`config.mk`:
```
export PLATFORM = sky130hd
export DESIGN_NAME = mem_port_arbiter
export DESIGN_NICKNAME = d
export VERILOG_FILES = /design/src/rtl/mem_arb_pkg.sv /design/src/rtl/arb_pick.sv /design/src/rtl/mem_port_arbiter.sv
export SDC_FILE = /design/constraint.sdc
export NUM_CORES = 1
export LEC_CHECK = 0
export CORE_ASPECT_RATIO = 0.6
export CORE_UTILIZATION = 41
export DETAILED_ROUTE_END_ITERATION = 8
export HOLD_SLACK_MARGIN = 0.1
export PLACE_DENSITY_LB_ADDON = 0.05
export SYNTH_ARGS = -nofsm -noshare
export SYNTH_HDL_FRONTEND = slang
export SYNTH_HIERARCHICAL = 1
export SYNTH_SLANG_ARGS = --single-unit
```
`constraint.sdc`:
```
create_clock -name clk -period 2.15 [get_ports clk]
set_input_delay 0.3225 -clock clk [delete_from_list [all_inputs] [get_ports clk]]
set_output_delay 0.3225 -clock clk [all_outputs]
set_load 0.03 [all_outputs]
```
`src/rtl/mem_arb_pkg.sv`:
```
// Shared encodings for the memory port arbiter: FSM states, grant codes and
// default address/data widths.
package mem_arb_pkg;

    localparam int AW_DEF = 32;
    localparam int DW_DEF = 32;

    localparam logic [1:0] ST_IDLE   = 2'd0;
    localparam logic [1:0] ST_BUSY_I = 2'd1;
    localparam logic [1:0] ST_BUSY_D = 2'd2;

    typedef enum logic [1:0] {
        GNT_NONE = 2'd0,
        GNT_I    = 2'd1,
        GNT_D    = 2'd2
    } gnt_t;

endpackage

```
`src/rtl/arb_pick.sv`:
```
// Two-way winner select between fetch and data; fetch_prio decides ties so the
// tie-break policy lives outside the FSM.
module arb_pick
    import mem_arb_pkg::*;
(
    input  logic fetch_elig,
    input  logic data_elig,
    input  logic fetch_prio,
    output gnt_t gnt
);

    always_comb begin
        gnt = GNT_NONE;
        if (fetch_elig && data_elig) begin
            gnt = fetch_prio ? GNT_I : GNT_D;
        end else if (fetch_elig) begin
            gnt = GNT_I;
        end else if (data_elig) begin
            gnt = GNT_D;
        end
    end

endmodule

```
`src/rtl/mem_port_arbiter.sv`:
```
// Shares one single-ported memory between the fetch port and the load/store port.
// Define ARB_ROUND_ROBIN_EN for round-robin tie-break; otherwise data always wins ties.
module mem_port_arbiter
    import mem_arb_pkg::*;
#(
    parameter int AW = AW_DEF,
    parameter int DW = DW_DEF
) (
    input  logic            clk,
    input  logic            rstn,
    input  logic            i_req,
    input  logic [AW-1:0]   i_addr,
    input  logic            i_flush,
    output logic [DW-1:0]   i_rdata,
    output logic            i_valid,
    output logic            i_stall,
    input  logic            d_req,
    input  logic            d_we,
    input  logic [AW-1:0]   d_addr,
    input  logic [DW-1:0]   d_wdata,
    input  logic [DW/8-1:0] d_be,
    output logic [DW-1:0]   d_rdata,
    output logic            d_valid,
    output logic            d_stall,
    output logic            mem_req,
    output logic            mem_we,
    output logic [AW-1:0]   mem_addr,
    output logic [DW-1:0]   mem_wdata,
    output logic [DW/8-1:0] mem_be,
    input  logic [DW-1:0]   mem_rdata,
    input  logic            mem_ready
);

    // state     | meaning
    // ST_IDLE   | nothing on memory; arbitrate among eligible requests
    // ST_BUSY_I | fetch access on memory, waiting for mem_ready
    // ST_BUSY_D | load/store access on memory, waiting for mem_ready

    logic [1:0]      state;
    logic [AW-1:0]   addr_q;
    logic [DW-1:0]   wdata_q;
    logic [DW/8-1:0] be_q;
    logic            we_q;
    logic            drop_q;
    logic            fetch_prio;
    gnt_t            gnt;

    // A port is masked in the cycle its previous access is reported complete.
    arb_pick u_pick (
        .fetch_elig (i_req & ~i_valid),
        .data_elig  (d_req & ~d_valid),
        .fetch_prio (fetch_prio),
        .gnt        (gnt)
    );

`ifdef ARB_ROUND_ROBIN_EN
    logic rr_fetch;  // 1: fetch wins the next tie
    always_ff @(posedge clk or negedge rstn) begin
        if (!rstn) begin
            rr_fetch <= 1'b0;
        end else if (state == ST_IDLE && gnt != GNT_NONE) begin
            rr_fetch <= (gnt == GNT_D);
        end
    end
    assign fetch_prio = rr_fetch;
`else
    assign fetch_prio = 1'b0;
`endif

    always_ff @(posedge clk or negedge rstn) begin
        if (!rstn) begin
            state   <= ST_IDLE;
            addr_q  <= '0;
            wdata_q <= '0;
            be_q    <= '0;
            we_q    <= 1'b0;
            drop_q  <= 1'b0;
            i_rdata <= '0;
            i_valid <= 1'b0;
            d_rdata <= '0;
            d_valid <= 1'b0;
        end else begin
            i_valid <= 1'b0;
            d_valid <= 1'b0;
            case (state)
                ST_IDLE: begin
                    if (gnt == GNT_I) begin
                        addr_q  <= i_addr;
                        wdata_q <= '0;
                        be_q    <= '1;
                        we_q    <= 1'b0;
                        state   <= ST_BUSY_I;
                    end else if (gnt == GNT_D) begin
                        addr_q  <= d_addr;
                        wdata_q <= d_wdata;
                        be_q    <= d_we ? d_be : '1;
                        we_q    <= d_we;
                        state   <= ST_BUSY_D;
                    end
                end
                ST_BUSY_I: begin
                    // A redirected fetch still completes on memory but is never reported.
                    if (mem_ready) begin
                        if (!(drop_q || i_flush)) begin
                            i_rdata <= mem_rdata;
                            i_valid <= 1'b1;
                        end
                        drop_q <= 1'b0;
                        state  <= ST_IDLE;
                    end else if (i_flush) begin
                        drop_q <= 1'b1;
                    end
                end
                ST_BUSY_D: begin
                    if (mem_ready) begin
                        if (!we_q) begin
                            d_rdata <= mem_rdata;
                        end
                        d_valid <= 1'b1;
                        state   <= ST_IDLE;
                    end
                end
                default: state <= ST_IDLE;
            endcase
        end
    end

    assign mem_req   = (state == ST_BUSY_I) || (state == ST_BUSY_D);
    assign mem_we    = (state == ST_BUSY_D) && we_q;
    assign mem_addr  = addr_q;
    assign mem_wdata = wdata_q;
    assign mem_be    = be_q;

    assign i_stall = i_req & ~i_valid;
    assign d_stall = d_req & ~d_valid;

endmodule

```
### Word-level counts from Yosys, hierarchy flattened

Cells that the tools add are included.

| cells by class | value |
|---|---|
| $add $sub $neg | 0 |
| multiply operators | 0 |
| div/mod/pow operators | 0 |
| magnitude comparators | 0 |
| equal/unequal tests | 6 |
| shift operators | 0 |
| muxes and demuxes | 23 |
| bitwise gates (word level) | 6 |
| reductions and logical operators | 13 |

Operators by type and width:

| cell | number |
|---|---|
| 32-bit two-way mux | 4 |
| 2-bit two-way mux | 6 |
| 4-bit two-way mux | 3 |
| 1-bit two-way mux | 9 |
| 2-bit AND reduction | 3 |
| 3-bit AND reduction | 2 |
| 2-bit by 1-bit equality test with 1-bit output (second input constant) | 2 |
| 2-bit equality test (second input constant) | 2 |
| 1-bit NOT | 4 |
| 2-bit one-hot mux with 2 select lines | 1 |
| 2-bit nonzero test | 2 |
| 3-bit inequality test (second input constant) | 1 |
| 1-bit bitwise AND | 2 |
| 1-bit logical AND | 2 |
| 2-bit logical NOT | 1 |
| 1-bit logical OR | 2 |
| 2-bit by 1-bit inequality test with 1-bit output (second input constant) | 1 |
| 2-bit OR reduction | 1 |

| word-level totals | value |
|---|---|
| bits in registers | 138 |
| latch bits | 0 |
| bits in writable memories | 0 |
| ROM bits | 0 |
| output and inout bits | 138 |
| word-level logic and storage cells | 58 |
| memories | 0 |

### Depth between registers and ports, before layout

Gate-level depths: netlist of the first run.

| logic depth | value |
|---|---|
| depth after elaboration | 9 |
| depth in mapped cells | 10 |
| gate-level depth less buffers | 7 |

### By module

The synthesis of the first run kept the hierarchy.

Modules (own cells, without submodules):

| module | instances | cells each | area each (sq um) |
|---|---|---|---|
| mem_port_arbiter | 1 | 457 | 5700.5 |
| arb_pick | 1 | 3 | 18.8 |

### Worst setup path after synthesis of the first run

No wires, ideal clock.

| timing path | value |
|---|---|
| path kind | reg-to-reg |
| from | reg d_valid |
| to | reg wdata_q[11], in the netlist mem_wdata[11] |
| setup time | 117 ps |
| arrival | 2291 ps |
| path slack | -258 ps |
| cell stages (with the launch flop) | 11 |
| path buffers | 3 |
| cell sequence | dfrtp_1 nor2b_1 a21boi_0 inv_1 ha_1 nand2b_1 buf_2 buf_2 buf_2 nand2_1 nand2_1 |

| on the way | value |
|---|---|
| longest elaborated chain between the ends | 8 |
| elaborated cells between the ends (all ways) | 11 |
| classes of those cells | eq/ne: 2; mux: 4; bitwise: 2; reduce/logical: 3 |

RTL lines:

| item | RTL line | RTL |
|---|---|---|
| start: declaration | mem_port_arbiter.sv:23 | `output logic d_valid,` |
| start signal: assignment | mem_port_arbiter.sv:81 | `d_valid <= 1'b0;` |
| start signal: assignment | mem_port_arbiter.sv:84 | `d_valid <= 1'b0;` |
| start signal: assignment | mem_port_arbiter.sv:119 | `d_valid <= 1'b1;` |
| 1-bit NOT (*) | -- |  |
| 1-bit bitwise AND (*) | -- |  |
| via d_stall | mem_port_arbiter.sv:24 | `output logic d_stall,` |
| 2-bit two-way mux | arb_pick.sv:18 | `end else if (data_elig) begin` |
| 2-bit two-way mux | arb_pick.sv:16 | `end else if (fetch_elig) begin` |
| 2-bit two-way mux (*) | arb_pick.sv:14 | `if (fetch_elig && data_elig) begin` |
| via gnt[1] | mem_port_arbiter.sv:46 | `gnt_t gnt;` |
| 2-bit by 1-bit equality test with 1-bit output / 2-bit equality test (equally long branches) | mem_port_arbiter.sv:87, mem_port_arbiter.sv:93 |  |
| 2-bit nonzero test (no source line) | -- |  |
| 2-bit AND reduction (no source line) | -- |  |
| end signal: assignment | mem_port_arbiter.sv:95 | `wdata_q <= d_wdata;` |
| end: declaration | mem_port_arbiter.sv:41 | `logic [DW-1:0] wdata_q;` |

The timed path passes the listed nets; every way through them passes the cells marked *.
A chain may end at the register's enable or synchronous reset.

### Final worst setup path of the first run

| timing path | value |
|---|---|
| from | reg d_valid |
| to | out d_stall |

| on the way | value |
|---|---|
| longest elaborated chain between the ends | 2 |

RTL lines:

| item | RTL line | RTL |
|---|---|---|
| 1-bit NOT | mem_port_arbiter.sv:135 | `assign d_stall = d_req & ~d_valid;` |
| 1-bit bitwise AND | mem_port_arbiter.sv:135 |  |
| end: declaration | mem_port_arbiter.sv:24 |  |

No other way between the ends.

==> results of run 1 <==
through the flow:
| stage | hold WS [ps] | setup TNS, ps | std cells | area, sq um | worst slack (ps) |
|---|---|---|---|---|---|
| floorplan | 26.9 | 0 | 461 | 5730 | 16.5 |
| global route | 457 | 0 | 932 | 9410 | 63.2 |
| finish | 424 | 0 | 932 | 9410 | 115 |
| global placement | 303 | -683 | 899 | 8750 | -30.3 |
| CTS | 434 | 0 | 932 | 9410 | 87.7 |
| detailed placement | 310 | -4850 | 899 | 8750 | -127 |
kinds of logic (layout without fill, tap and decap cells):
group,Yosys count,in the layout
fa+ha+maj,4,4
simple gates,143,143
flops,138,138
buf+inv,34,330
mux,96,96
compound gates,44,44
other cells,1,2
layer usage:
metal / track usage [%] / routed length (microns) / vias to the layer above
li1: - / - / 2134
met1: 25.1 / 6550 / 2154
met2: 36.9 / 7370 / 150
met3: 6.49 / 927 / 16
met4: 7.10 / 184 / 0
met5: 0 / 0 / -
flip-flops by register name, summed over array words and instances (netlist names):
name,cells
d_rdata,32
d_valid,1
drop_q,1
i_rdata,32
i_valid,1
mem_addr,32
mem_be,4
mem_wdata,32
state,2
we_q,1
final cells by class:
class	count	area share, %
clock buffer	19	4.60
clock inverter	13	2.27
inverter	4	0.160
multi-input combinational	289	22.2
tap	175	2.33
timing repair buffer	294	31.7
sequential	138	36.7
path summary, 6_finish.rpt:
path	endpoint	depth (start not counted)	slack, ps
max in group asynchronous	mem_wdata[29]$_DFFE_PN0P_	3	1080
min in group clk	mem_wdata[31]$_DFFE_PN0P_	2	460
setup / recovery	d_stall	3	110
hold reg to reg	mem_wdata[31]$_DFFE_PN0P_	2	460
setup reg to reg	mem_be[0]$_DFFE_PN0P_	7	280
hold / removal	d_rdata[13]$_DFFE_PN0P_	2	420
cells in the final DEF (no fill, tap or decap), types with 5 or more instances in the layout:
| cell type | n |
|---|---|
| nand2_1 | 99 |
| dfrtp_1 | 138 |
| buf_12 | 7 |
| clkbuf_16 | 17 |
| nand3b_1 | 34 |
| mux2_4 | 6 |
| buf_4 | 10 |
| mux2_2 | 57 |
| bufinv_16 | 5 |
| mux2i_1 | 32 |
| clkdlybuf4s50_1 | 273 |
| o21ai_0 | 35 |
repair_timing:
action | 4_1_cts | 5_1_grt
resized for setup | 2 | 0
hold endpoints to repair | 50 | 0
setup endpoints to repair | 2 | 0
hold buffers | 1 | 0
power by group:
part,switching (mW),leakage (nW),internal [mW]
combinational,4.15,2.13,3.29
clock,1.13,0.309,2.07
sequential,0.644,1.71,3.80
==> metrics.yaml, run 1 <==
max_slew_margin_pct: 65.5
worstPathMaxFanout: 2
num_rows: 33
synth_flop_cell: "dfrtp_1"
slowest_stage: "clkdlybuf4s50_1"
cts_made_buffers: 17
cts_setup_buffers: 0
multiInputGateArea_sq_um: 2090
path_buf_inv: 2
finClkSkew_ps: 9.75
avgSynthCellArea_sq_um: 12.4
pin_count: 277
path_class: "reg2out"
synth_top_cell_by_area: "dfrtp_1"
ys_seq_elements: 138
rsz0062_at_grt: "false"
setup_violations: 0
grt_pass1_vias: 4574
netlist_area_sq_um: 5720
synthXorXnorAreaFrac_pct: 0
critPathLaunch: "d_valid$_DFF_PN0_"
drcViolationCount: 0
synth-compound-area-share_pct: 4.24
drive_gt1_share_pct: 15.9
fmax_mhz: 491
diodes: 0
synth_top_family_by_area: "multiplexers"
fin_crit_ps: 2040
viasPerCell: 4.78
p_leak_nw: 4.16
die_y_microns: 93.5
clockBufferDepth: 2
grt_overflow_total: 0
cts-root-buf: "clkbuf_16"
ir_drop_mv: 0.693
syn_to_final_growth_pct: 64.5
synth-simple-area-share_pct: 12.4
yosysWarnings: 6
portBuffers: 276
hold_viol: 0
gp_congestion: 0.782
core_sq_um: 13600
critical-path-top-delay-family: "buffers and inverters"
route.vias.total: 4454
max_cap_violations: 0
die-width_microns: 154
antenna_found_initial: 0
grt_util_all_layers_pct: 21.2
drt_first_pass_iters: 4
cp.arrival_ps: 1710
crit_chain: "nor2b_4, buf_4, clkdlybuf4s50_1"
status: "complete, no violations"
antenna_left: 0
synthCells: 460
initial_core_util_pct: 42.0
nNetsFinal: 887
yosys-mux-area-fraction_pct: 18.6
required_ps: 1830
cts_htree_levels: 4
synth_top_area_share_pct: 60.4
synth_edf_count: 0
final_util_pct: 69.1
drt-total-wl_mm: 15.0
synth_area_leaders: "dfrtp_1, mux2_2, nand2_1"
fin_total_pwr_mw: 15.1
cp-end-kind: "output port"
synth_cell_type_count: 27
dp_hpwl_mm: 11.2
n_fill_cell: 989
tightest_slew_ps: 518
synthTopCellsByCount: "dfrtp_1, nand2_1, mux2_2"
routedWlPerCell_microns: 16.1
critPathMaxStageDelay_ps: 660
yosys.area_share.adder_pct: 0.875
start_kind: "register"
seq_area_sq_um: 3450
worstReg2RegStart: "d_valid$_DFF_PN0_"
synthArstFlopShare_pct: 100
yosysMostFrequentCell: "dfrtp_1"
grt_max_degree: 53
die_area_sq_um: 14400
clock_latency_ps: 410
finalCritPeriodShare_pct: 94.7
cts_tree: "done"
grt_pass1_wl_mm: 23.2
slew_viol_final: 0
hp-class: "in2async"
clk_pin_slew_ps: 60
seq_area_frac_synth_pct: 60.4
cts_sinks: 138
cellPowerDensity_nw_per_um2: 1600
drtIter0Drc: 182
Power figures use the tool's default switching activity.
==> run 2, diff against run 1 <==
Settings changed: CORE_MARGIN set to 8.
==> run 2 against run 1 <==
Effect of this change: largest power group unchanged; critical path depth unchanged; global-route usage decreased by 2.4 points; sequential cell count unchanged; register-to-register slack improved by 20 ps.
==> metrics.yaml, run 2 (same netlist as run 1, synthesis figures left out) <==
pin_count: 277  # unchanged
fin_tns_setup_ps: 0  # unchanged
ff2ff_setup_slack_ps: 300  # +20 ps
num_rows: 33  # unchanged
grt_pass1_vias: 4860  # +6.3%
n_fill_cell: 982  # -0.71%
grt_util_all_layers_pct: 18.7  # -2.4 points
ir_drop_mv: 0.693  # about the same
mostFrequentLayoutCell: "clkdlybuf4s50_1"
die_area_sq_um: 18100  # +25%
portBuffers: 276  # unchanged
diodes: 0  # unchanged
grt_pass1_wl_mm: 26.5  # +14%
antenna_found_initial: 0  # unchanged
required_ps: 1830  # about the same
path_class: "reg2out"
cellPowerDensity_nw_per_um2: 1590  # -0.97%
drt-total-wl_mm: 17.1  # +14%
critPathLaunch: "d_valid$_DFF_PN0_"
die-width_microns: 168  # +9.1%
gp_congestion: 0.789  # +0.96%
routedWlPerCell_microns: 18.4  # +14%
cts-root-buf: "clkbuf_16"
drt_first_pass_iters: 4  # unchanged
fmax_mhz: 492  # +0.10%
setup_violations: 0  # unchanged
cp.arrival_ps: 1710  # about the same
cts_htree_levels: 4  # unchanged
grt_overflow_total: 0  # unchanged
seq_area_sq_um: 3450  # unchanged
fin_hold_ws_ps: 376  # -48.4 ps
clock_latency_ps: 410  # about the same
fin_crit_ps: 2030  # -2.03 ps
cts_sinks: 138  # unchanged
worstPathMaxFanout: 2  # unchanged
cts_tree: "done"
die_y_microns: 107  # +15%
fin_area_sq_um: 9360  # -0.53%
cp-end-kind: "output port"
nNetsFinal: 887  # unchanged
max_cap_violations: 0  # unchanged
dp_hpwl_mm: 13.4  # +20%
layout_common_cells: "clkdlybuf4s50_1, dfrtp_1, nand2_1, mux2_2, o21ai_0"
multiInputGateArea_sq_um: 2090  # unchanged
hold_viol: 0  # unchanged
core_sq_um: 13600  # unchanged
clockBufferDepth: 2  # unchanged
drive_gt1_share_pct: 16.0  # +0.15 points
drcViolationCount: 0  # unchanged
setup_ws_ps: 117  # +2.03 ps
critPathMaxStageDelay_ps: 680  # +20 ps
cts_setup_buffers: 0  # unchanged
finClkSkew_ps: 11.5  # +1.73 ps
hp-class: "in2async"
dp_slack_ps: -106  # +21.4 ps
viasPerCell: 4.76  # -0.43%
rsz0062_at_grt: "false"
syn_to_final_growth_pct: 63.6
slowest_stage: "clkdlybuf4s50_1"
antenna_left: 0  # unchanged
grt_max_degree: 57  # +7.5%
start_kind: "register"
drtIter0Drc: 254  # +40%
crit_chain: "nor2b_4, buf_4, clkdlybuf4s50_1"
finalCritPeriodShare_pct: 94.6  # about the same
dpl_cell_area_sq_um: 8740  # -0.14%
p_leak_nw: 4.13  # -0.57%
clk_pin_slew_ps: 60  # about the same
cts_made_buffers: 17  # unchanged
status: "complete, no violations"
route.vias.total: 4430  # -0.54%
slew_viol_final: 0  # unchanged
initial_core_util_pct: 42.0  # unchanged
worstReg2RegStart: "d_valid$_DFF_PN0_"
## run 2: worst max-delay path, delay by kind of cell (launching register included)
| family | cells | cell delay (ps) |
|---|---|---|
| buffers and inverters | 2 | 790 |
| DFF | 1 | 400 |
| and+or+nand+nor | 1 | 120 |
## run 2: power breakdown
part / switching [mW] / leakage [nW] / internal, mW
clock: 1.08 / 0.281 / 1.86
combinational: 4.19 / 2.14 / 3.25
sequential: 0.678 / 1.71 / 3.80
total: 5.95 / 4.13 / 8.91
## run 2: metal layers
layer / GRT usage (%) / wire length (microns) / vias to the layer above
met4: 6.79 / 315 / 0
li1: - / - / 2127
met3: 7.80 / 1490 / 20
met5: 0 / 0 / -
met2: 31.4 / 8230 / 169
met1: 21.4 / 7060 / 2114
## run 2: timing repair
| action | 4_1_cts | 5_1_grt |
|---|---|---|
| pin swaps | 0 | 0 |
| endpoints found under the hold margin | 35 | 0 |
| endpoints found under the setup margin | 2 | 1 |
| hold buffers | 1 | 0 |
| gates resized for setup | 2 | 1 |
## run 2: final timing paths
| kind | depth (start not counted) | endpoint |
|---|---|---|
| max | 3 | d_stall |
| min | 2 | mem_addr[4]$_DFFE_PN0P_ |
| max reg2reg | 8 | mem_wdata[26]$_DFFE_PN0P_ |
| min reg2reg | 2 | mem_wdata[7]$_DFFE_PN0P_ |
| max in group asynchronous | 3 | mem_wdata[22]$_DFFE_PN0P_ |
| min in group clk | 2 | mem_wdata[7]$_DFFE_PN0P_ |
## run 2: final cells by class
type	count	share of cell area, %
Clock buffer	18	4.69
Clock inverter	13	1.79
Inverter	4	0.160
Multi-Input combinational cell	289	22.3
Sequential cell	138	36.9
Tap cell	175	2.34
Timing Repair Buffer	294	31.8
## run 2: through the flow
stage / power (mW) / utilization [%] / std cells
6_report: 14.9 / 68.7 / 931
5_1_grt: 15.7 / 68.7 / 931
4_1_cts: 15.1 / 68.7 / 931
3_5_place_dp: 12.1 / 64.2 / 899
3_3_place_gp: 11.9 / 64.2 / 899
2_1_floorplan: 8.61 / - / 461
